`config.mk`:
```
export PLATFORM = sky130hd
export DESIGN_NAME = mmio_uart_console
export DESIGN_NICKNAME = d
export VERILOG_FILES = /design/src/rtl/mmio_uart_console.sv
export SDC_FILE = /design/constraint.sdc
export NUM_CORES = 1
export LEC_CHECK = 0
export CAP_MARGIN = 10
export CORE_UTILIZATION = 51
export DETAILED_ROUTE_END_ITERATION = 10
export HOLD_SLACK_MARGIN = 0.03
export PLACE_DENSITY = 0.81
export REMOVE_ABC_BUFFERS = 1
export SLEW_MARGIN = 20
export SYNTH_ARGS = -nofsm -noshare
export SYNTH_HDL_FRONTEND = slang
export SYNTH_SLANG_ARGS = --single-unit
export TNS_END_PERCENT = 30
```
`constraint.sdc`:
```
create_clock -name clk -period 4.8 [get_ports clk]
set_input_delay 1.2 -clock clk [delete_from_list [all_inputs] [get_ports clk]]
set_output_delay 1.2 -clock clk [all_outputs]
set_load 0.05 [all_outputs]
```
`src/rtl/mmio_uart_console.sv`:
```
// rtl/mmio_uart_console.sv - MMIO halt register + FIFO-buffered 8N1 UART TX console; optional MMIO_UART_CYCLE_COUNTER_EN cycle counter
module mmio_uart_console #(
    parameter logic [31:0] BASE            = 32'hf0000000,
    parameter int          FIFO_DEPTH_LOG2 = 4,
    parameter logic [15:0] DIV_DEFAULT     = 16'd868
) (
    input  logic        clk,
    input  logic        rst,
    input  logic        oe,
    input  logic [31:0] addr,
    input  logic [31:0] wdata,
    input  logic [3:0]  we,
    output logic [31:0] rdata,
    output logic        ready,
    output logic        txd,
    output logic        halt,
    output logic [31:0] halt_code
);

    localparam int DEPTH = 1 << FIFO_DEPTH_LOG2;
    localparam logic [FIFO_DEPTH_LOG2:0]   FULL_COUNT = {1'b1, {FIFO_DEPTH_LOG2{1'b0}}};
    localparam logic [FIFO_DEPTH_LOG2:0]   CNT_ONE    = (FIFO_DEPTH_LOG2 + 1)'(1);
    localparam logic [FIFO_DEPTH_LOG2-1:0] PTR_ONE    = FIFO_DEPTH_LOG2'(1);

    localparam logic [9:0] W_HALT   = 10'h000;
    localparam logic [9:0] W_TXDATA = 10'h040;
    localparam logic [9:0] W_STATUS = 10'h041;
    localparam logic [9:0] W_DIV    = 10'h042;

    typedef enum logic [1:0] {S_IDLE, S_START, S_DATA, S_STOP} tx_state_t;

    logic       sel, is_wr, rd_en;
    logic [9:0] word;
    logic       wr_halt, wr_tx, wr_status, wr_div;
    logic       unused_addr;

    assign sel         = oe && (addr[31:12] == BASE[31:12]);
    assign is_wr       = |we;
    assign word        = addr[11:2];
    assign rd_en       = sel && !is_wr;
    assign wr_halt     = sel && is_wr && (word == W_HALT);
    assign wr_tx       = sel && is_wr && (word == W_TXDATA) && we[0];
    assign wr_status   = sel && is_wr && (word == W_STATUS);
    assign wr_div      = sel && is_wr && (word == W_DIV) && (we[1:0] != 2'b00);
    assign unused_addr = ^addr[1:0];

    logic [7:0]                 fifo_mem [DEPTH];
    logic [FIFO_DEPTH_LOG2-1:0] wr_ptr, rd_ptr;
    logic [FIFO_DEPTH_LOG2:0]   count;
    logic                       full, empty, push, pop, overflow;
    logic [15:0]                divisor;

    assign full  = (count == FULL_COUNT);
    assign empty = (count == '0);
    // A pop in the same cycle frees the slot, so a push to a full FIFO still lands.
    assign push  = wr_tx && (!full || pop);

    tx_state_t   state, state_next;
    logic [15:0] baud_cnt, baud_next, div_latched, div_lat_next;
    logic [2:0]  bit_idx, bit_next;
    logic [7:0]  shift, shift_next;
    logic        txd_next, bit_done, idle;

    assign bit_done = (baud_cnt == div_latched - 16'd1);
    assign idle     = empty && (state == S_IDLE);

    always_comb begin
        state_next   = state;
        baud_next    = baud_cnt;
        bit_next     = bit_idx;
        shift_next   = shift;
        div_lat_next = div_latched;
        pop          = 1'b0;
        txd_next     = 1'b1;
        case (state)
            S_IDLE: begin
                if (!empty) begin
                    pop          = 1'b1;
                    shift_next   = fifo_mem[rd_ptr];
                    div_lat_next = (divisor == 16'd0) ? 16'd1 : divisor;
                    baud_next    = 16'd0;
                    bit_next     = 3'd0;
                    state_next   = S_START;
                end
            end
            S_START: begin
                if (bit_done) begin
                    baud_next  = 16'd0;
                    state_next = S_DATA;
                end else begin
                    baud_next = baud_cnt + 16'd1;
                end
            end
            S_DATA: begin
                if (bit_done) begin
                    baud_next  = 16'd0;
                    shift_next = {1'b0, shift[7:1]};
                    if (bit_idx == 3'd7) state_next = S_STOP;
                    else                 bit_next   = bit_idx + 3'd1;
                end else begin
                    baud_next = baud_cnt + 16'd1;
                end
            end
            S_STOP: begin
                if (bit_done) state_next = S_IDLE;
                else          baud_next  = baud_cnt + 16'd1;
            end
            default: state_next = S_IDLE;
        endcase
        // txd is registered from the next state so the line never glitches on state decode.
        case (state_next)
            S_START: txd_next = 1'b0;
            S_DATA:  txd_next = shift_next[0];
            default: txd_next = 1'b1;
        endcase
    end

    always_ff @(posedge clk or posedge rst) begin
        if (rst) begin
            state       <= S_IDLE;
            baud_cnt    <= 16'd0;
            bit_idx     <= 3'd0;
            shift       <= 8'd0;
            div_latched <= 16'd1;
            txd         <= 1'b1;
        end else begin
            state       <= state_next;
            baud_cnt    <= baud_next;
            bit_idx     <= bit_next;
            shift       <= shift_next;
            div_latched <= div_lat_next;
            txd         <= txd_next;
        end
    end

    always_ff @(posedge clk) begin
        if (push) fifo_mem[wr_ptr] <= wdata[7:0];
    end

`ifdef MMIO_UART_CYCLE_COUNTER_EN
    localparam logic [9:0] W_CNT_LO = 10'h080;
    localparam logic [9:0] W_CNT_HI = 10'h081;

    logic [63:0] cyc_cnt;
    logic [31:0] cnt_shadow;

    // Reading the low word freezes the high word so a low-then-high pair is coherent.
    always_ff @(posedge clk or posedge rst) begin
        if (rst) begin
            cyc_cnt    <= 64'd0;
            cnt_shadow <= 32'd0;
        end else begin
            cyc_cnt <= cyc_cnt + 64'd1;
            if (rd_en && (word == W_CNT_LO)) cnt_shadow <= cyc_cnt[63:32];
        end
    end
`endif

    logic [31:0] rd_val;
    logic [7:0]  occ;
    assign occ = 8'(count);

    always_comb begin
        rd_val = 32'd0;
        case (word)
            W_HALT:   rd_val = halt_code;
            W_TXDATA: rd_val = {31'd0, !full};
            W_STATUS: rd_val = {16'd0, occ, 5'd0, overflow, idle, !full};
            W_DIV:    rd_val = {16'd0, divisor};
`ifdef MMIO_UART_CYCLE_COUNTER_EN
            W_CNT_LO: rd_val = cyc_cnt[31:0];
            W_CNT_HI: rd_val = cnt_shadow;
`endif
            default:  rd_val = 32'd0;
        endcase
    end

    always_ff @(posedge clk or posedge rst) begin
        if (rst) begin
            wr_ptr    <= '0;
            rd_ptr    <= '0;
            count     <= '0;
            overflow  <= 1'b0;
            halt      <= 1'b0;
            halt_code <= 32'd0;
            divisor   <= DIV_DEFAULT;
            ready     <= 1'b0;
            rdata     <= 32'd0;
        end else begin
            if (push) wr_ptr <= wr_ptr + PTR_ONE;
            if (pop)  rd_ptr <= rd_ptr + PTR_ONE;
            if (push && !pop)      count <= count + CNT_ONE;
            else if (pop && !push) count <= count - CNT_ONE;
            if (wr_tx && full && !pop)       overflow <= 1'b1;
            else if (wr_status && wdata[2])  overflow <= 1'b0;
            if (wr_halt && !halt) begin
                halt      <= 1'b1;
                halt_code <= wdata;
            end
            if (wr_div) divisor <= wdata[15:0];
            ready <= sel;
            rdata <= rd_en ? rd_val : 32'd0;
        end
    end

endmodule

```
; After elaboration in Yosys (flattened, before gate mapping)
; Memories as Yosys holds them, arrays and structs flattened.
; Cells that the tools add are included.
[op_classes]
n_addsub = 7
n_mul = 0
div_mod_pow = 0
order_cmp = 0
n_eq_ne = 16
shifts = 0
muxes = 29
bitwise_logic = 1
reduce_logical = 37
[op_table]
columns = operator, n
row1 = $pmux W32 S4, 1
row2 = $mux W16, 4
row3 = $pmux W16 S3, 1
row4 = $mux W32, 1
row5 = $eq A10 B7 Y1 const B, 3
row6 = $eq A20 B20 Y1 const B, 1
row7 = $logic_and A1 B1 Y1, 17
row8 = $add A16 B1 Y16 const B, 1
row9 = $eq A16 B16 Y1, 1
row10 = $logic_not A16 Y1, 1
row11 = $mux W8, 2
row12 = $pmux W8 S2, 1
row13 = $sub A16 B1 Y16 const B, 1
row14 = $logic_not A10 Y1, 1
row15 = $mux W2, 5
row16 = $mux W5, 2
row17 = $mux W3, 3
row18 = $add A4 B1 Y4 const B, 2
row19 = $ne A2 B2 Y1 const B, 4
row20 = $pmux W2 S4, 1
row21 = $reduce_bool A2 Y1, 4
row22 = $eq A2 B2 Y1 const B, 3
row23 = $mux W1, 6
row24 = $pmux W3 S2, 1
row25 = other kinds (17), 23
[totals]
register_bits = 142
latch_bits = 0
ram_bits = 128
rom_bits = 0
input_bits = 71
output_inout_bits = 67
elab_cells = 107
memories = 1
[memory_table]
columns = memory, depth, word_bits, read_ports, rd_clocked_by_memory_dff, wr, line_no
row1 = fifo_mem, 16, 8, 1, 0, 1, 47  ; logic [7:0] fifo_mem [DEPTH];

; Logic depth before layout (Yosys ltp)
; Gate-level depths: netlist (run 1).
[logic_depth]
ltp_word = 10
ltp_mapped = 13
depth_no_buf = 13

; Worst setup path before layout (run 1)
; OpenSTA, ideal clock, no wires.
[synth_path]
kind = input to register
from = in addr[24]
to = reg count[4]
setup_time_ns = 0.125
t_arrival_ns = 3.849
t_required_ns = 4.675
setup_slack_ns = 0.826
stages = 13
path_buffers = 0
path_cell_list = nor4b_1 nand4_1 nor3_1 nand4b_1 nor2_1 ha_1 inv_1 ha_1 a21o_1 a21oi_1 xnor2_1 nor2_1 xor2_1
[synth_via]
elab_chain_len = 9
word_cells_on_any_way = 11
classes_between = eq/ne: 1 / mux: 1 / reduce/logical: 9
[synth_lines]
columns = element, line_no
row1 = from (decl), 10  ; input logic [31:0] addr,
row2 = $eq A20 B20 Y1 *, 37  ; assign sel = oe && (addr[31:12] == BASE[31:12]);
row3 = $logic_and A1 B1 Y1 *, 37
row4 = via sel, 32  ; logic sel, is_wr, rd_en;
row5 = $logic_and A1 B1 Y1 * (3 in a row), 42  ; assign wr_tx = sel && is_wr && (word == W_TXDATA) && we[0];
row6 = $logic_and A1 B1 Y1 *, 56  ; assign push = wr_tx && (!full || pop);
row7 = via push, 50  ; logic full, empty, push, pop, overflow;
row8 = $logic_not A1 Y1, 193  ; else if (pop && !push) count <= count - CNT_ONE;
row9 = $logic_and A1 B1 Y1, 193
row10 = $reduce_bool A2 Y1 (no line), --
row11 = to (signal assigned), 192  ; if (push && !pop) count <= count + CNT_ONE;
row12 = to (signal assigned), 193
row13 = to (decl), 49  ; logic [FIFO_DEPTH_LOG2:0] count;
; The timed path passes the listed nets; every way through them passes the cells marked *.
; A chain may end at the register's enable or synchronous reset.

; Final worst setup path (run 1)
[layout_path]
from = in addr[6]
to = reg count[4]
[layout_via]
elab_chain_len = 7
word_cells_on_any_way = 9
classes_between = eq/ne: 1 / mux: 1 / reduce/logical: 7
[layout_lines]
columns = element, line_no
row1 = $eq A10 B7 Y1 *, 42
row2 = $logic_and A1 B1 Y1 * (2 in a row), 42
row3 = $logic_and A1 B1 Y1 *, 56
row4 = via push, 50
row5 = $logic_not A1 Y1, 193
row6 = $logic_and A1 B1 Y1, 193
row7 = $reduce_bool A2 Y1 (no line), --
; Marks and branches as above.

==> flow_metrics.env, run 1 <==
export IMPL_crit_fanout=3
export IMPL_drc_errors=0
export IMPL_cts_reportedPaths_clkPinSlew_ns=0.06
export IMPL_ys_seq_area_frac=0.625
export IMPL_synth_avg_cell_area_um2=14.5
export IMPL_syn_inst=817
export IMPL_vias=7555
export IMPL_pre_cts_slack_ns=0.357
export IMPL_clk_latency_ns=0.57
export IMPL_port_buffers=135
export IMPL_initial_core_util=0.522
export IMPL_synth_async_reset_ratio=0.526
export IMPL_ys_types=69
export IMPL_wire_per_inst_um=20.6
export IMPL_vias_per_cell=5.96
export IMPL_gp_congestion=0.833
export IMPL_setup_worst_path_class="input port to flop"
export IMPL_synth_top_cells_by_count="135 x dfrtp_1, 128 x edfxtp_1, 64 x mux2_2"
export IMPL_r2r_start="div_latched[0]$_DFFE_PP1P_"
export IMPL_overflow=0
export IMPL_cts_tree="built"
export IMPL_cts_resized=0
export IMPL_whs_endpoint="bit_idx[0]$_DFFE_PP0P_"
export IMPL_ys_warn_count=0
export IMPL_cts_sinks=270
export IMPL_synth_cell_area_um2=11900
export IMPL_status="finished clean"
export IMPL_cts_buffers=28
export IMPL_startpoint_type="input port"
export IMPL_synth_top_area_cell="edfxtp_1"
export IMPL_nNetsFinal=1051
export IMPL_coreArea_um2=22700
export IMPL_ir_drop_mv=0.271
export IMPL_synth_ff_type="dfrtp_1"
export IMPL_hold_buffers=0
export IMPL_post_cts_buffers=0
export IMPL_worst_pin_slew_ns=0.985
export IMPL_min_from="bit_idx[0]$_DFFE_PP0P_"
export IMPL_synth_most_common_cell="dfrtp_1"
export IMPL_period_minus_slack_ns=4.01
export IMPL_drt_pass1_iterations=9
export IMPL_period_share=0.835
export IMPL_die_w_um=154
export IMPL_p_leak_nw=5.76
export IMPL_die_h_um=154
export IMPL_grt_pass1_vias=7779
export IMPL_antenna_left=0
export IMPL_track_usage=0.226
export IMPL_antenna_found_initial=0
export IMPL_hp_class="flop to flop"
export IMPL_r2r_setup_slack_ns=0.87
export IMPL_synth_top_cell_area_share=0.324
export IMPL_yosys_top_cells_area="edfxtp_1 32%, dfrtp_1 28%, mux4_2 7.6%"
export IMPL_setup_ws_ns=0.793
export IMPL_skew_ns=0.0367
export IMPL_cp_arrival_ns=4.45
export IMPL_rr_worst_depth=10
export IMPL_hold_depth=1
export IMPL_rows=55
export IMPL_grt_max_degree=104
export IMPL_rsz0062_at_grt="false"
export IMPL_syn_to_final_growth_pct=22.7
export IMPL_fin_hold_ws_ns=0.484
export IMPL_final_hold_viol_count=0
export IMPL_drive_gt1_frac=0.197
export IMPL_ys_ff_latch=270
export IMPL_drt_iter0_drc=592
export IMPL_max_cap_viol_count=0
export IMPL_io_pins=138
export IMPL_wirelength_um=26100
export IMPL_required_ns=5.24
export IMPL_timing_fmax_mhz=250
export IMPL_dieArea_um2=23900
export IMPL_cts_max_level=1
export IMPL_cts_root_buffer="clkbuf_16"
export IMPL_drv_slew=0
export IMPL_synth_edf_count=128
export IMPL_grt_first_pass_wirelength_um=41900
export IMPL_powerDensity_nw_per_um2=368
export IMPL_n_antenna_cell=0
export IMPL_end_kind="flop"
export IMPL_setup_viol=0
export IMPL_reg2reg_to="bit_idx[1]$_DFFE_PP0P_"
export IMPL_clk_path_buf_depth=3
export IMPL_hpwl_um=17400
export IMPL_slew_headroom=0.343
[cell type report]
| cell class | instances | area [um2] |
|---|---|---|
| repair buffers | 154 | 1520 |
| fillers | 1592 | 8160 |
| multi-input cells | 482 | 4210 |
| clock buffers | 43 | 852 |
| flip-flops and latches | 270 | 7410 |
| clock inverters | 9 | 104 |
| well taps | 285 | 357 |
| inverters | 25 | 98.8 |
[sequential cells by signal, indices dropped and copies added (netlist names)]
name	cells
div_latched	16
halt	1
fifo_mem	128
rd_ptr	4
divisor	16
rdata	32
txd	1
bit_idx	3
halt_code	32
baud_cnt	16
wr_ptr	4
count	5
ready	1
state	2
shift	8
overflow	1
[routing by layer]
layer / global-route usage / vias to the layer above / wire length (um)
li1: - / 3391 / -
met3: 0.0437 / 53 / 1820
met5: 0 / - / 0
met1: 0.294 / 3822 / 10300
met2: 0.386 / 289 / 13100
met4: 0.0712 / 0 / 778
[metrics by stage]
stage               area [um2]  TNS, ns   util  power [W]  cells
floorplan                11700   -33.82      -    0.00302    777
detailed placement       13600        0  0.598    0.00322   1216
finish                   14500        0  0.641    0.00535   1268
global placement         13600        0  0.598    0.00321   1216
CTS                      14500        0  0.641    0.00539   1268
global route             14500        0  0.641    0.00552   1268
[report_power, final]
| part | total, W | switching, W | internal (W) |
|---|---|---|---|
| combinational | 0.000601 | 0.000260 | 0.000341 |
| clock | 0.00218 | 0.000892 | 0.00128 |
| sequential | 0.00257 | 0.0000925 | 0.00248 |
[worst max-delay path: stages]
cell and delay (ns):
clkdlybuf4s50_1 0.40, nor4_1 0.38, nand2_1 0.18, nor3_1 0.39
nand4b_1 0.17, nor2_1 0.22, ha_1 0.28, inv_1 0.11
ha_1 0.33, a21o_1 0.20, a21oi_1 0.22, xnor2_1 0.15
nor2_1 0.06, xor2_1 0.14
[how the worst max path moves through the flow]
stage                          startpoint                  endpoint  slack, ns  cells past startpoint
4_1_cts        div_latched[0]$_DFFE_PP1P_    bit_idx[1]$_DFFE_PP0P_       0.84                     10
5_1_grt        div_latched[0]$_DFFE_PP1P_    bit_idx[1]$_DFFE_PP0P_       0.56                     10
2_1_floorplan                     addr[6]  halt_code[0]$_DFFE_PP0P_      -0.22                      6
3_5_place_dp                      addr[9]      count[4]$_DFFE_PP0P_       0.36                     14
6_report                          addr[6]      count[4]$_DFFE_PP0P_       0.79                     14
3_3_place_gp                      addr[6]      count[4]$_DFFE_PP0P_       0.40                     14
[cells by family after synthesis]
kind of cell             after synthesis  share of synthesized area
flip-flops                           270                      0.625
AND/OR/NAND/NOR                      218                      0.102
multiplexers                         106                      0.138
AO/OA/AOI/OAI                        100                     0.0637
buffers and inverters                 65                     0.0221
XOR/XNOR                              39                     0.0288
adder cells (fa/ha/maj)               19                     0.0207
[placed cells by master, fill, tap and decap left out, types with 9 or more instances in the layout]
cell type / Yosys / routed
and3_1: 13 / 13
xnor2_1: 24 / 24
xor2_1: 15 / 15
nor2_1: 42 / 41
clkdlybuf4s50_1: 0 / 135
nor4_1: 14 / 12
o21ai_1: 10 / 10
nand2_1: 39 / 39
edfxtp_1: 128 / 128
mux2_2: 64 / 64
clkbuf_16: 0 / 29
inv_1: 25 / 24
ha_1: 18 / 18
dfrtp_1: 135 / 134
mux4_2: 40 / 40
a21oi_1: 18 / 18
and2_1: 30 / 30
nand3_1: 14 / 14
buf_4: 0 / 17
a22oi_1: 9 / 9
No activity file was read; power rests on OpenSTA's default activity.
==> run 2, diff against run 1 <==
- CORE_UTILIZATION: 51 -> 55
- PLACE_DENSITY: 0.81 -> 0.83
- clock period: 4.8 -> 3.7 ns (I/O delays scaled with it)
==> run 2 against run 1 <==
Sequential share of layout area decreased by 0.76 points. Final cell count increased by 1.3%. Sequential cell count unchanged. Via count increased by 3.8%. Clock skew decreased by 0.028 ns. Largest cell class unchanged. Routed wire length increased by 11%. Register-to-register slack got worse by 0.64 ns. Power increased by 32%. Clock power increased by 33%. Cell area increased by 1.5%.
==> flow_metrics.env, run 2 (synthesis results as in run 1) <==
export IMPL_clk_path_buf_depth=3
export IMPL_grt_pass1_vias=8003
export IMPL_antenna_found_initial=1
export IMPL_r2r_setup_slack_ns=0.23
export IMPL_final_cell_area_um2=14800
export IMPL_overflow=0
export IMPL_drv_slew=0
export IMPL_initial_core_util=0.562
export IMPL_cts_tree="built"
export IMPL_top_regs="fifo_mem x128, halt_code x32, rdata x32"
export IMPL_rsz0062_at_grt="false"
export IMPL_cts_resized=0
export IMPL_syn_to_final_growth_pct=24.5
export IMPL_final_common_cell="clkdlybuf4s50_1"
export IMPL_final_cell_mix="135 x clkdlybuf4s50_1, 134 x dfrtp_1, 128 x edfxtp_1"
export IMPL_nNetsFinal=1080
export IMPL_end_kind="flop"
export IMPL_die_w_um=149
export IMPL_place_area_um2=13800
export IMPL_hpwl_um=18600
export IMPL_vias_per_cell=6.10
export IMPL_worst_pin_slew_ns=0.865
export IMPL_max_cap_viol_count=0
export IMPL_drt_iter0_drc=613
export IMPL_skew_ns=0.00879
export IMPL_timing_fmax_mhz=288
export IMPL_antenna_left=0
export IMPL_drc_errors=0
export IMPL_grt_util_met3=0.0599
export IMPL_ir_drop_mv=0.393
export IMPL_coreArea_um2=21100
export IMPL_cts_max_level=1
export IMPL_tns_ns=0
export IMPL_required_ns=4.16
export IMPL_period_share=0.939
export IMPL_status="finished clean"
export IMPL_post_cts_buffers=0
export IMPL_top_register="fifo_mem"
export IMPL_grt_max_degree=69
export IMPL_io_pins=138
export IMPL_wirelength_um=29100
export IMPL_cp_arrival_ns=3.93
export IMPL_largest_reg_flops=128
export IMPL_num_fill_cells=1359
export IMPL_cts_root_buffer="clkbuf_16"
export IMPL_wire_per_inst_um=22.6
export IMPL_final_hold_viol_count=0
export IMPL_dieArea_um2=22100
export IMPL_busiest_layer="met2"
export IMPL_clk_latency_ns=0.55
export IMPL_cts_sinks=270
export IMPL_vias=7840
export IMPL_slew_headroom=0.422
export IMPL_rows=53
export IMPL_grt_first_pass_wirelength_um=45100
export IMPL_drive_gt1_frac=0.217
export IMPL_port_buffers=135
export IMPL_drt_pass1_iterations=6
export IMPL_cts_buffers=27
export IMPL_powerDensity_nw_per_um2=479
export IMPL_setup_worst_path_class="flop to flop"
export IMPL_setup_viol=0
export IMPL_hp_class="flop to flop"
export IMPL_startpoint_type="flop"
export IMPL_hold_buffers=0
export IMPL_track_usage=0.271
export IMPL_period_minus_slack_ns=3.47
export IMPL_n_antenna_cell=0
export IMPL_cts_reportedPaths_clkPinSlew_ns=0.06
export IMPL_p_leak_nw=5.92
export IMPL_gr_usage_met2=0.482
export IMPL_gp_congestion=0.888
export IMPL_gr_usage_met1=0.330
export IMPL_die_h_um=149
export IMPL_crit_fanout=11
## run 2: changes by cell type in the layout (fill, tap and decap cells not counted)
cell,delta
buf_4,+28
clkbuf_1,+2
bufinv_16,+4
clkbuf_16,-2
clkinvlp_4,-2
buf_12,+2
inv_4,-1
clkinv_2,+1
clkbuf_8,-3
clkbuf_4,-1
clkinv_16,-1
## run 2: final cells by class
| class | instances | area [um2] | area share |
|---|---|---|---|
| Sequential cell | 270 | 7410 | 0.502 |
| Multi-Input combinational cell | 482 | 4210 | 0.285 |
| Timing Repair Buffer | 184 | 1770 | 0.120 |
| Clock buffer | 39 | 761 | 0.0515 |
| Tap cell | 275 | 344 | 0.0233 |
| Clock inverter | 10 | 178 | 0.0120 |
| Inverter | 25 | 98.8 | 0.00669 |
## run 2: final timing paths
path | startpoint | end | cells past startpoint
setup / recovery | div_latched[4]$_DFFE_PP0P_ | baud_cnt[14]$_DFFE_PP0P_ | 9
hold / removal | shift[5]$_DFFE_PP0P_ | shift[5]$_DFFE_PP0P_ | 2
setup reg to reg | div_latched[4]$_DFFE_PP0P_ | baud_cnt[14]$_DFFE_PP0P_ | 9
hold reg to reg | shift[5]$_DFFE_PP0P_ | shift[5]$_DFFE_PP0P_ | 2
max in group asynchronous | rst | rd_ptr[0]$_DFFE_PP0P_ | 3
min in group asynchronous | rst | baud_cnt[8]$_DFFE_PP0P_ | 2
## run 2: metal layers
layer	part of all wire	vias to the layer above
met5	0.00045	-
met2	0.53	316
met4	0.025	2
met1	0.37	4012
met3	0.074	62
li1	-	3448
## run 2: worst max-delay path, cell delays in order (launching register included)
cell	delay [ns]
dfrtp_1	0.49
or4_4	0.64
nor4_2	0.52
nand3b_1	0.19
a41o_1	0.30
a211oi_2	0.15
buf_4	0.20
a21o_1	0.22
or4_1	0.50
a21oi_1	0.17
## run 2: where the power goes
group          switching [W]  internal (W)  total [W]
Combinational       0.000380      0.000462   0.000843
Sequential          0.000124       0.00322    0.00334
Clock                0.00112       0.00177    0.00289
Total                0.00163       0.00545    0.00708
## run 2: stage by stage
step	worst slack [ns]	power, W	cells	utilization	hold slack [ns]
2_1_floorplan	-1.05	0.00391	777	-	0.448
3_3_place_gp	-0.0599	0.00419	1236	0.656	0.467
3_5_place_dp	-0.134	0.00423	1236	0.656	0.476
4_1_cts	0.217	0.00711	1285	0.700	0.491
5_1_grt	0.0812	0.00729	1285	0.700	0.526
6_report	0.227	0.00708	1285	0.700	0.488
==> run 3, diff against run 2 <==
- ABC_AREA: default -> 1
- GPL_TIMING_DRIVEN: default -> 0
- PLACE_DENSITY: 0.83 -> 0.82
==> run 3 against run 2 <==
Final cell count up 29%. Clock power shrank 4%. Sequential cell count is the same. Global-route usage decreased by 1.1 points. Setup slack worse by 0.083 ns. Clock skew rose by 0.012 ns. Register-to-register slack improved by 0.17 ns.
==> flow_metrics.env, run 3 <==
export IMPL_yosys_area_share_simple=0.191
export IMPL_cts_tree="built"
export IMPL_port_buffers=135
export IMPL_top_layer="met4"
export IMPL_crit_end="count[4]$_DFFE_PP0P_"
export IMPL_top_regs="fifo_mem x128, halt_code x32, rdata x32"
export IMPL_ir_drop_mv=0.369
export IMPL_syn_inst=1231
export IMPL_cts_max_level=1
export IMPL_crit_fanout=12
export IMPL_status="finished clean"
export IMPL_synth_top_cell_area_share=0.315
export IMPL_rows=54
export IMPL_muxShareOfSynthArea=0.0148
export IMPL_cts_buffers=27
export IMPL_skew_ns=0.0205
export IMPL_top_register="fifo_mem"
export IMPL_setup_ws_ns=0.144
export IMPL_vias=9355
export IMPL_setup_worst_path_class="input port to flop"
export IMPL_ys_types=52
export IMPL_end_kind="flop"
export IMPL_timing_fmax_mhz=281
export IMPL_hp_class="flop to flop"
export IMPL_yosys_top_cells_area="edfxtp_1 31%, dfrtp_1 28%, nand2_1 7.3%"
export IMPL_slew_headroom=0.247
export IMPL_clk_latency_ns=0.55
export IMPL_die_h_um=151
export IMPL_period_minus_slack_ns=3.56
export IMPL_worst_pin_slew_ns=1.13
export IMPL_grt_pass1_vias=8963
export IMPL_vias_per_cell=5.65
export IMPL_synth_top_cells_by_count="237 x nand2_1, 166 x nor2_1, 135 x dfrtp_1"
export IMPL_synth_xor_area_frac=0.0179
export IMPL_syn_to_final_growth_pct=21.0
export IMPL_final_common_cell="nand2_1"
export IMPL_die_w_um=151
export IMPL_synth_top_family_by_area="simple AND/OR/NAND/NOR gates"
export IMPL_setup_viol=0
export IMPL_drv_slew=0
export IMPL_dieArea_um2=22800
export IMPL_final_cell_mix="237 x nand2_1, 165 x nor2_1, 135 x clkdlybuf4s50_1"
export IMPL_grt_first_pass_wirelength_um=45900
export IMPL_cp_arrival_ns=4.02
export IMPL_track_usage=0.260
export IMPL_synth_cell_area_um2=12200
export IMPL_yosys_area_share_adder=0.0201
export IMPL_synth_ff_type="dfrtp_1"
export IMPL_crit_start="addr[6]"
export IMPL_cts_reportedPaths_clkPinSlew_ns=0.06
export IMPL_drt_iter0_drc=829
export IMPL_rr_worst_depth=13
export IMPL_r2r_setup_slack_ns=0.40
export IMPL_coreArea_um2=21800
export IMPL_gp_congestion=0.857
export IMPL_reg2reg_to="txd$_DFF_PP1_"
export IMPL_wire_per_inst_um=17.6
export IMPL_pre_cts_slack_ns=-1.02
export IMPL_cts_root_buffer="clkbuf_16"
export IMPL_synth_async_reset_ratio=0.526
export IMPL_total_power_w=0.00668
export IMPL_n_antenna_cell=0
export IMPL_antenna_found_initial=0
export IMPL_overflow=0
export IMPL_hpwl_um=19300
export IMPL_nNetsFinal=1444
export IMPL_max_cap_viol_count=0
export IMPL_synth_avg_cell_area_um2=9.91
export IMPL_wirelength_um=29100
export IMPL_initial_core_util=0.559
export IMPL_io_pins=138
export IMPL_drt_pass1_iterations=7
export IMPL_period_share=0.961
export IMPL_cts_sinks=270
export IMPL_largest_reg_flops=128
export IMPL_met1Wirelength_um=11800
export IMPL_synth_edf_count=128
export IMPL_ys_seq_area_frac=0.607
export IMPL_synth_compound_area_frac=0.101
export IMPL_synth_top_area_cell="edfxtp_1"
export IMPL_drive_gt1_frac=0.0858
export IMPL_synth_most_common_cell="nand2_1"
export IMPL_ys_ff_latch=270
export IMPL_required_ns=4.16
export IMPL_clk_path_buf_depth=3
export IMPL_antenna_left=0
export IMPL_grt_max_degree=109
export IMPL_wl_met2_um=14100
export IMPL_startpoint_type="input port"
export IMPL_final_hold_viol_count=0
export IMPL_routed_wl_met3_um=2280
export IMPL_drc_errors=0
export IMPL_p_leak_nw=5.95
export IMPL_num_fill_cells=1574
export IMPL_powerDensity_nw_per_um2=452
export IMPL_r2r_start="count[1]$_DFFE_PP0P_"
export IMPL_ys_warn_count=0
-- run 3: changes by cell type in the layout (fill, tap and decap cells not counted), moves of 44 or more --
cell and change:
nand2_1 +198, nor2_1 +124, o21ai_0 +120, inv_1 +72
mux2_2 -48, buf_4 -44
-- run 3: report_power, final --
| group | total, W | switching [W] | internal (W) | leakage (nW) |
|---|---|---|---|---|
| clock | 0.00276 | 0.00115 | 0.00161 | 0.445 |
| sequential | 0.00328 | 0.0000677 | 0.00321 | 3.04 |
| combinational | 0.000641 | 0.000390 | 0.000251 | 2.47 |
| total | 0.00668 | 0.00161 | 0.00508 | 5.95 |
-- run 3: logic make-up (layout without fill, tap and decap cells) --
kind of cell / Yosys count / count (layout)
DFF: 270 / 270
and+or+nand+nor: 535 / 535
AOI/OAI and AO/OA: 213 / 213
xor gates and xnor gates: 25 / 25
adders and majority gates: 19 / 19
muxes: 16 / 16
buffers and inverters: 153 / 297
-- run 3: area by class of cell --
type / count / area (um2) / share of cell area
Clock buffer: 38 / 777 / 0.0526
Timing Repair Buffer: 141 / 1460 / 0.0987
Clock inverter: 12 / 133 / 0.00898
Multi-Input combinational cell: 808 / 4240 / 0.287
Tap cell: 280 / 350 / 0.0237
Sequential cell: 270 / 7410 / 0.501
Inverter: 106 / 408 / 0.0276
-- run 3: worst min path at each step --
stage                                 startpoint                     end  slack [ns]  cells after the start
after floorplan             shift[5]$_DFFE_PP0P_    shift[5]$_DFFE_PP0P_        0.45                      2
after global placement          halt$_DFFE_PP0P_        halt$_DFFE_PP0P_        0.46                      2
after detailed placement    shift[5]$_DFFE_PP0P_    shift[5]$_DFFE_PP0P_        0.49                      2
after CTS                 divisor[8]$_DFFE_PP1P_  divisor[8]$_DFFE_PP1P_        0.50                      2
after global routing        count[4]$_DFFE_PP0P_    count[4]$_DFFE_PP0P_        0.52                      1
final                     divisor[8]$_DFFE_PP1P_  divisor[8]$_DFFE_PP1P_        0.50                      2
-- run 3: per-layer routing --
layer  vias up  GRT usage
li1       4430          -
met2       395      0.425
met4         0     0.0820
met3        58     0.0425
met1      4472      0.356
met5         -          0
-- run 3: critical path, cell delays in order --
cell and delay [ns]:
clkdlybuf4s50_1 0.41, nor2_1 0.13, nand2_1 0.11, nor2_4 0.33, nand2_1 0.19, nor3b_2 0.25, nand2_1 0.17, inv_4 0.15
ha_2 0.23, inv_1 0.09, ha_1 0.33, nand2_1 0.09, nor2_1 0.05, a211oi_2 0.17, nor2_1 0.07, nor2_1 0.15
xor2_1 0.16
-- run 3: what timing repair did --
| action | 4_1_cts | 5_1_grt |
|---|---|---|
| pin swaps | 1 | 1 |
| gates resized for setup | 2 | 3 |
| setup endpoints to repair | 131 | 1 |
| endpoints found under the hold margin | 0 | 0 |
| hold buffers | 0 | 0 |
| setup buffers | 1 | 0 |
-- run 3: per-stage QoR --
stage / util / std cells / hold slack [ns] / setup TNS [ns] / area, um2
after floorplan: - / 1184 / 0.450 / -138.10 / 12000
after global placement: 0.628 / 1599 / 0.459 / -539.70 / 13700
after detailed placement: 0.634 / 1604 / 0.488 / -100.74 / 13800
after CTS: 0.676 / 1655 / 0.500 / 0 / 14800
after global routing: 0.677 / 1655 / 0.518 / -0.000868 / 14800
final: 0.677 / 1655 / 0.498 / 0 / 14800
==> RTL edit 1, RTL diff (config.mk and constraints of run 2) <==
Encoding of `tx_state_t`: now one-hot (4 bits for 4 states).
--- a/src/rtl/mmio_uart_console.sv
+++ b/src/rtl/mmio_uart_console.sv
@@ -27,7 +27,7 @@
     localparam logic [9:0] W_STATUS = 10'h041;
     localparam logic [9:0] W_DIV    = 10'h042;
 
-    typedef enum logic [1:0] {S_IDLE, S_START, S_DATA, S_STOP} tx_state_t;
+    typedef enum logic [3:0] {S_IDLE = 4'b0001, S_START = 4'b0010, S_DATA = 4'b0100, S_STOP = 4'b1000} tx_state_t;
 
     logic       sel, is_wr, rd_en;
     logic [9:0] word;
Behaviour: no difference found for any inputs over 4 cycles, from zero or initial values and one cycle with rst high; so few cycles prove little.
==> RTL edit 1 against run 2 <==
Cell count shrank 0.39%; setup slack lost 0.18 ns; total power fell by 7.5%; synthesized cell count fell by 1.8%; sequential share of layout area is 0.87 points higher; global-route usage down 2.1 points; sequential cell count up 2; critical path depth grew 5; routed wire length fell by 7.2%; hold slack better by 0.0053 ns; synthesized area is 1.1% lower; cell area is 1.0% lower.
==> RTL edit 1: results (changes against run 2) <==
* Cells after DPL at 1225 (was 1236)
* Final critical-path required period at 3.66 ns (was 3.47 ns)
* Worst vdd rail ir drop at 0.387 mV (was 0.393 mV)
* Fillers at 1391 (was 1359)
* DP Worst Slack at -0.488 ns (was -0.134 ns)
* Multi-input gates at 481 (was 482)
* Final cell count without fillers at 1280 (was 1285)
* Commonest cells post-synth: 136 x dfrtp_1, 128 x edfxtp_1, 74 x nand2_1 (was 135 x dfrtp_1, 128 x edfxtp_1, 64 x mux2_2)
* Share of cells above drive strength 1 at 0.231 (was 0.217)
* Worst Clk Skew at 0.0169 ns (was 0.00879 ns)
* Clock-cell share at 0.0603 (was 0.0635)
* Post-synthesis sequential area ratio at 0.636 (was 0.625)
* Worst Path Class, Setup: in -> reg (was reg -> reg)
* Final Cell Area at 14600 um2 (was 14800 um2)
* Crit Reg-Reg Endpoint: count[4] (was baud_cnt[14])
* Crit Reg-Reg Startpoint: count[0] (was div_latched[4])
* Post-DP HPWL at 17800 um (was 18600 um)
* Crit path max fanout at 4 (was 11)
* Critical path's largest stage delay at 0.43 ns (was 0.64 ns)
* Leak at 0.00578 uW (was 0.00592 uW)
* Gr usage total at 0.250 (was 0.271)
* FFs & Latches at 272 (was 270)
* GP Congestion at 0.812 (was 0.888)
* Nonclk buf count at 187 (was 184)
* Initial antenna violation count at 0 (was 1)
* Vias in the first global route at 7605 (was 8003)
* Via-to-Cell Ratio at 5.93 (was 6.10)
* Status: finished clean (unchanged)
* Worst Setup SP: addr[5] (was div_latched[4])
* Hold Crit Depth at 1 (was 2)
* Largest cells by area after synthesis: edfxtp_1 33%, dfrtp_1 29%, mux4_2 7.7% (was edfxtp_1 32%, dfrtp_1 28%, mux4_2 7.6%)
RTL edit 1: cell count changes after synthesis, moves of 7 or more:
| cell | run 2 | this run |
|---|---|---|
| and2_1 | 30 | 18 |
| o21ai_1 | 10 | 3 |
| nand2_1 | 39 | 74 |
| nor2_2 | 0 | 8 |
| mux2_2 | 64 | 50 |
| nor2_1 | 42 | 51 |
| inv_1 | 25 | 14 |
| nor4_1 | 14 | 7 |
| a221o_1 | 0 | 7 |
| clkbuf_1 | 31 | 16 |
RTL edit 1: routing by layer:
layer | wire [um] | track usage | part of all wire | up-vias
met3 | 1700 | 0.0324 | 0.063 | 63
met2 | 13600 | 0.423 | 0.51 | 333
met4 | 864 | 0.0804 | 0.032 | 0
met1 | 10800 | 0.338 | 0.40 | 3808
met5 | 0 | 0 | 0 | -
li1 | - | - | - | 3389
RTL edit 1: stage by stage:
step	power, uW	hold slack [ns]
after CTS	6580	0.499
after global placement	3880	0.482
after floorplan	3670	0.466
after detailed placement	3900	0.487
final	6540	0.493
after global routing	6740	0.522
RTL edit 1: power groups by stage:
stage               Combinational, uW  Clock [uW]  Sequential [uW]
global route                      586        2850             3300
detailed placement                547           0             3350
global placement                  533           0             3350
finish                            547        2700             3290
floorplan                         274           0             3400
CTS                               554        2740             3290
RTL edit 1: kinds of logic (layout without fill, tap and decap cells):
group | after synthesis | count (layout) | share of synthesized area
AO/OA/AOI/OAI | 94 | 94 | 0.0618
XOR/XNOR | 38 | 38 | 0.0284
adder cells (fa/ha/maj) | 14 | 14 | 0.0156
buffers and inverters | 49 | 252 | 0.0200
flip-flops | 272 | 272 | 0.636
multiplexers | 95 | 95 | 0.129
AND/OR/NAND/NOR | 240 | 240 | 0.109
==> RTL edit 2, RTL diff (flow settings as in run 2) <==
Made on the original files. The parameter `FIFO_DEPTH_LOG2` goes from 4 to 5.
--- a/src/rtl/mmio_uart_console.sv
+++ b/src/rtl/mmio_uart_console.sv
@@ -1,7 +1,7 @@
 // rtl/mmio_uart_console.sv - MMIO halt register + FIFO-buffered 8N1 UART TX console; optional MMIO_UART_CYCLE_COUNTER_EN cycle counter
 module mmio_uart_console #(
     parameter logic [31:0] BASE            = 32'hf0000000,
-    parameter int          FIFO_DEPTH_LOG2 = 4,
+    parameter int          FIFO_DEPTH_LOG2 = 5,
     parameter logic [15:0] DIV_DEFAULT     = 16'd868
 ) (
     input  logic        clk,
Formal check against the unedited RTL: same outputs for any inputs over 4 cycles, from zero or initial values and one cycle with rst high; that may be too few to reach the edited logic, so the function may still have changed.
==> RTL edit 2 against run 2 <==
Total power increased by 29%; synthesized area increased by 41%; critical endpoint is now count[5]; cell area increased by 38%; sequential power increased by 46%; synthesized cell count increased by 27%; routed wire length increased by 29%; setup slack got worse by 0.024 ns; sequential cell count increased by 131; largest power group unchanged.
==> RTL edit 2: results (changes against run 2) <==
* Status: finished clean (unchanged)
* Routing usage on met3 at 0.0469 (was 0.0599)
* Crit Reg-Reg Startpoint: div_latched[1] (was div_latched[4])
* Initial antenna violation count at 0 (was 1)
* Cells after DPL at 1594 (was 1236)
* Worst setup endpoint: count[5] (was baud_cnt[14])
* Hold Crit Depth at 1 (was 2)
* Initial DRC count at 863 (was 613)
* Depth of the most critical reg-to-reg path at 10 (was 9)
* Met2 usage at 0.407 (was 0.482)
* Commonest cells post-synth: 256 x edfxtp_1, 138 x dfrtp_1, 92 x nor2_1 (was 135 x dfrtp_1, 128 x edfxtp_1, 64 x mux2_2)
* Drt total wl at 37600 um (was 29100 um)
* R2R setup slack at 0.26 ns (was 0.23 ns)
* H-Tree Depth at 2 (was 1)
* Largest cells by area after synthesis: edfxtp_1 46%, dfrtp_1 21%, mux4_2 11% (was edfxtp_1 32%, dfrtp_1 28%, mux4_2 7.6%)
* First-pass GRT wire length at 58300 um (was 45100 um)
* Seq pwr share at 0.531 (was 0.472)
* Switching power share of the total at 0.210 (was 0.230)
* Clk pwr at 3890 uW (was 2890 uW)
* Worst vdd rail ir drop at 0.454 mV (was 0.393 mV)
* Global routing usage on met1 at 0.339 (was 0.330)
* Worst Clk Skew at 0.0225 ns (was 0.00879 ns)
* First drt pass iteration count at 7 (was 6)
* Hold Slack at 0.492 ns (was 0.488 ns)
* Main synth FF type: edfxtp_1 (was dfrtp_1)
==> RTL edit 2: cell count changes after synthesis, sizes merged, moves of 11 or more <==
cell           run 2  this run
xnor2             24        35
edfxtp           128       256
mux2              64        48
nor2              42        96
mux4              40        80
nand2             39        79
nor3               7        18
and2              30        18
==> RTL edit 2: metal layers <==
metal | vias up | part of all wire
met1 | 5092 | 0.40
met4 | 0 | 0.032
met5 | - | 0
met3 | 80 | 0.067
li1 | 4357 | -
met2 | 398 | 0.51
==> RTL edit 2: critical path: stages <==
cell and delay [ns]:
clkdlybuf4s50_1 0.47, nor4_4 0.29, nand2_1 0.13, nor3_2 0.24
nand4b_1 0.18, nor2_2 0.15, ha_1 0.18, inv_1 0.06
ha_1 0.27, a21o_1 0.19, a21oi_2 0.18, o21bai_1 0.10
a21oi_1 0.20, xnor2_1 0.14, nor2_1 0.06, xor2_1 0.14
==> RTL edit 2: final cells by class <==
type	instances	area (um2)
Inverter	23	91.3
Clock inverter	20	171
Multi-Input combinational cell	570	5130
Timing Repair Buffer	212	2000
Clock buffer	53	1090
Tap cell	390	488
Sequential cell	401	11300
Fill cell	1833	9410
==> RTL edit 2: through the flow <==
stage	instance area [um2]	util	worst slack [ns]
global route	20300	0.684	-0.00742
detailed placement	19000	0.639	-0.560
floorplan	16500	-	-1.11
global placement	19000	0.639	-0.409
CTS	20300	0.682	0.0696
finish	20300	0.684	0.203
==> RTL edit 2: cell families after synthesis <==
logic type | after synthesis
DFF | 401
and+or+nand+nor | 281
muxes | 140
AOI/OAI and AO/OA | 83
buffers and inverters | 68
xor gates and xnor gates | 46
adders and majority gates | 20
==> RTL edit 2: timing repair <==
action	in CTS	in global routing
buffers inserted	0	2
resized for setup	1	5
setup endpoints to repair	1	1
pin swaps	0	2
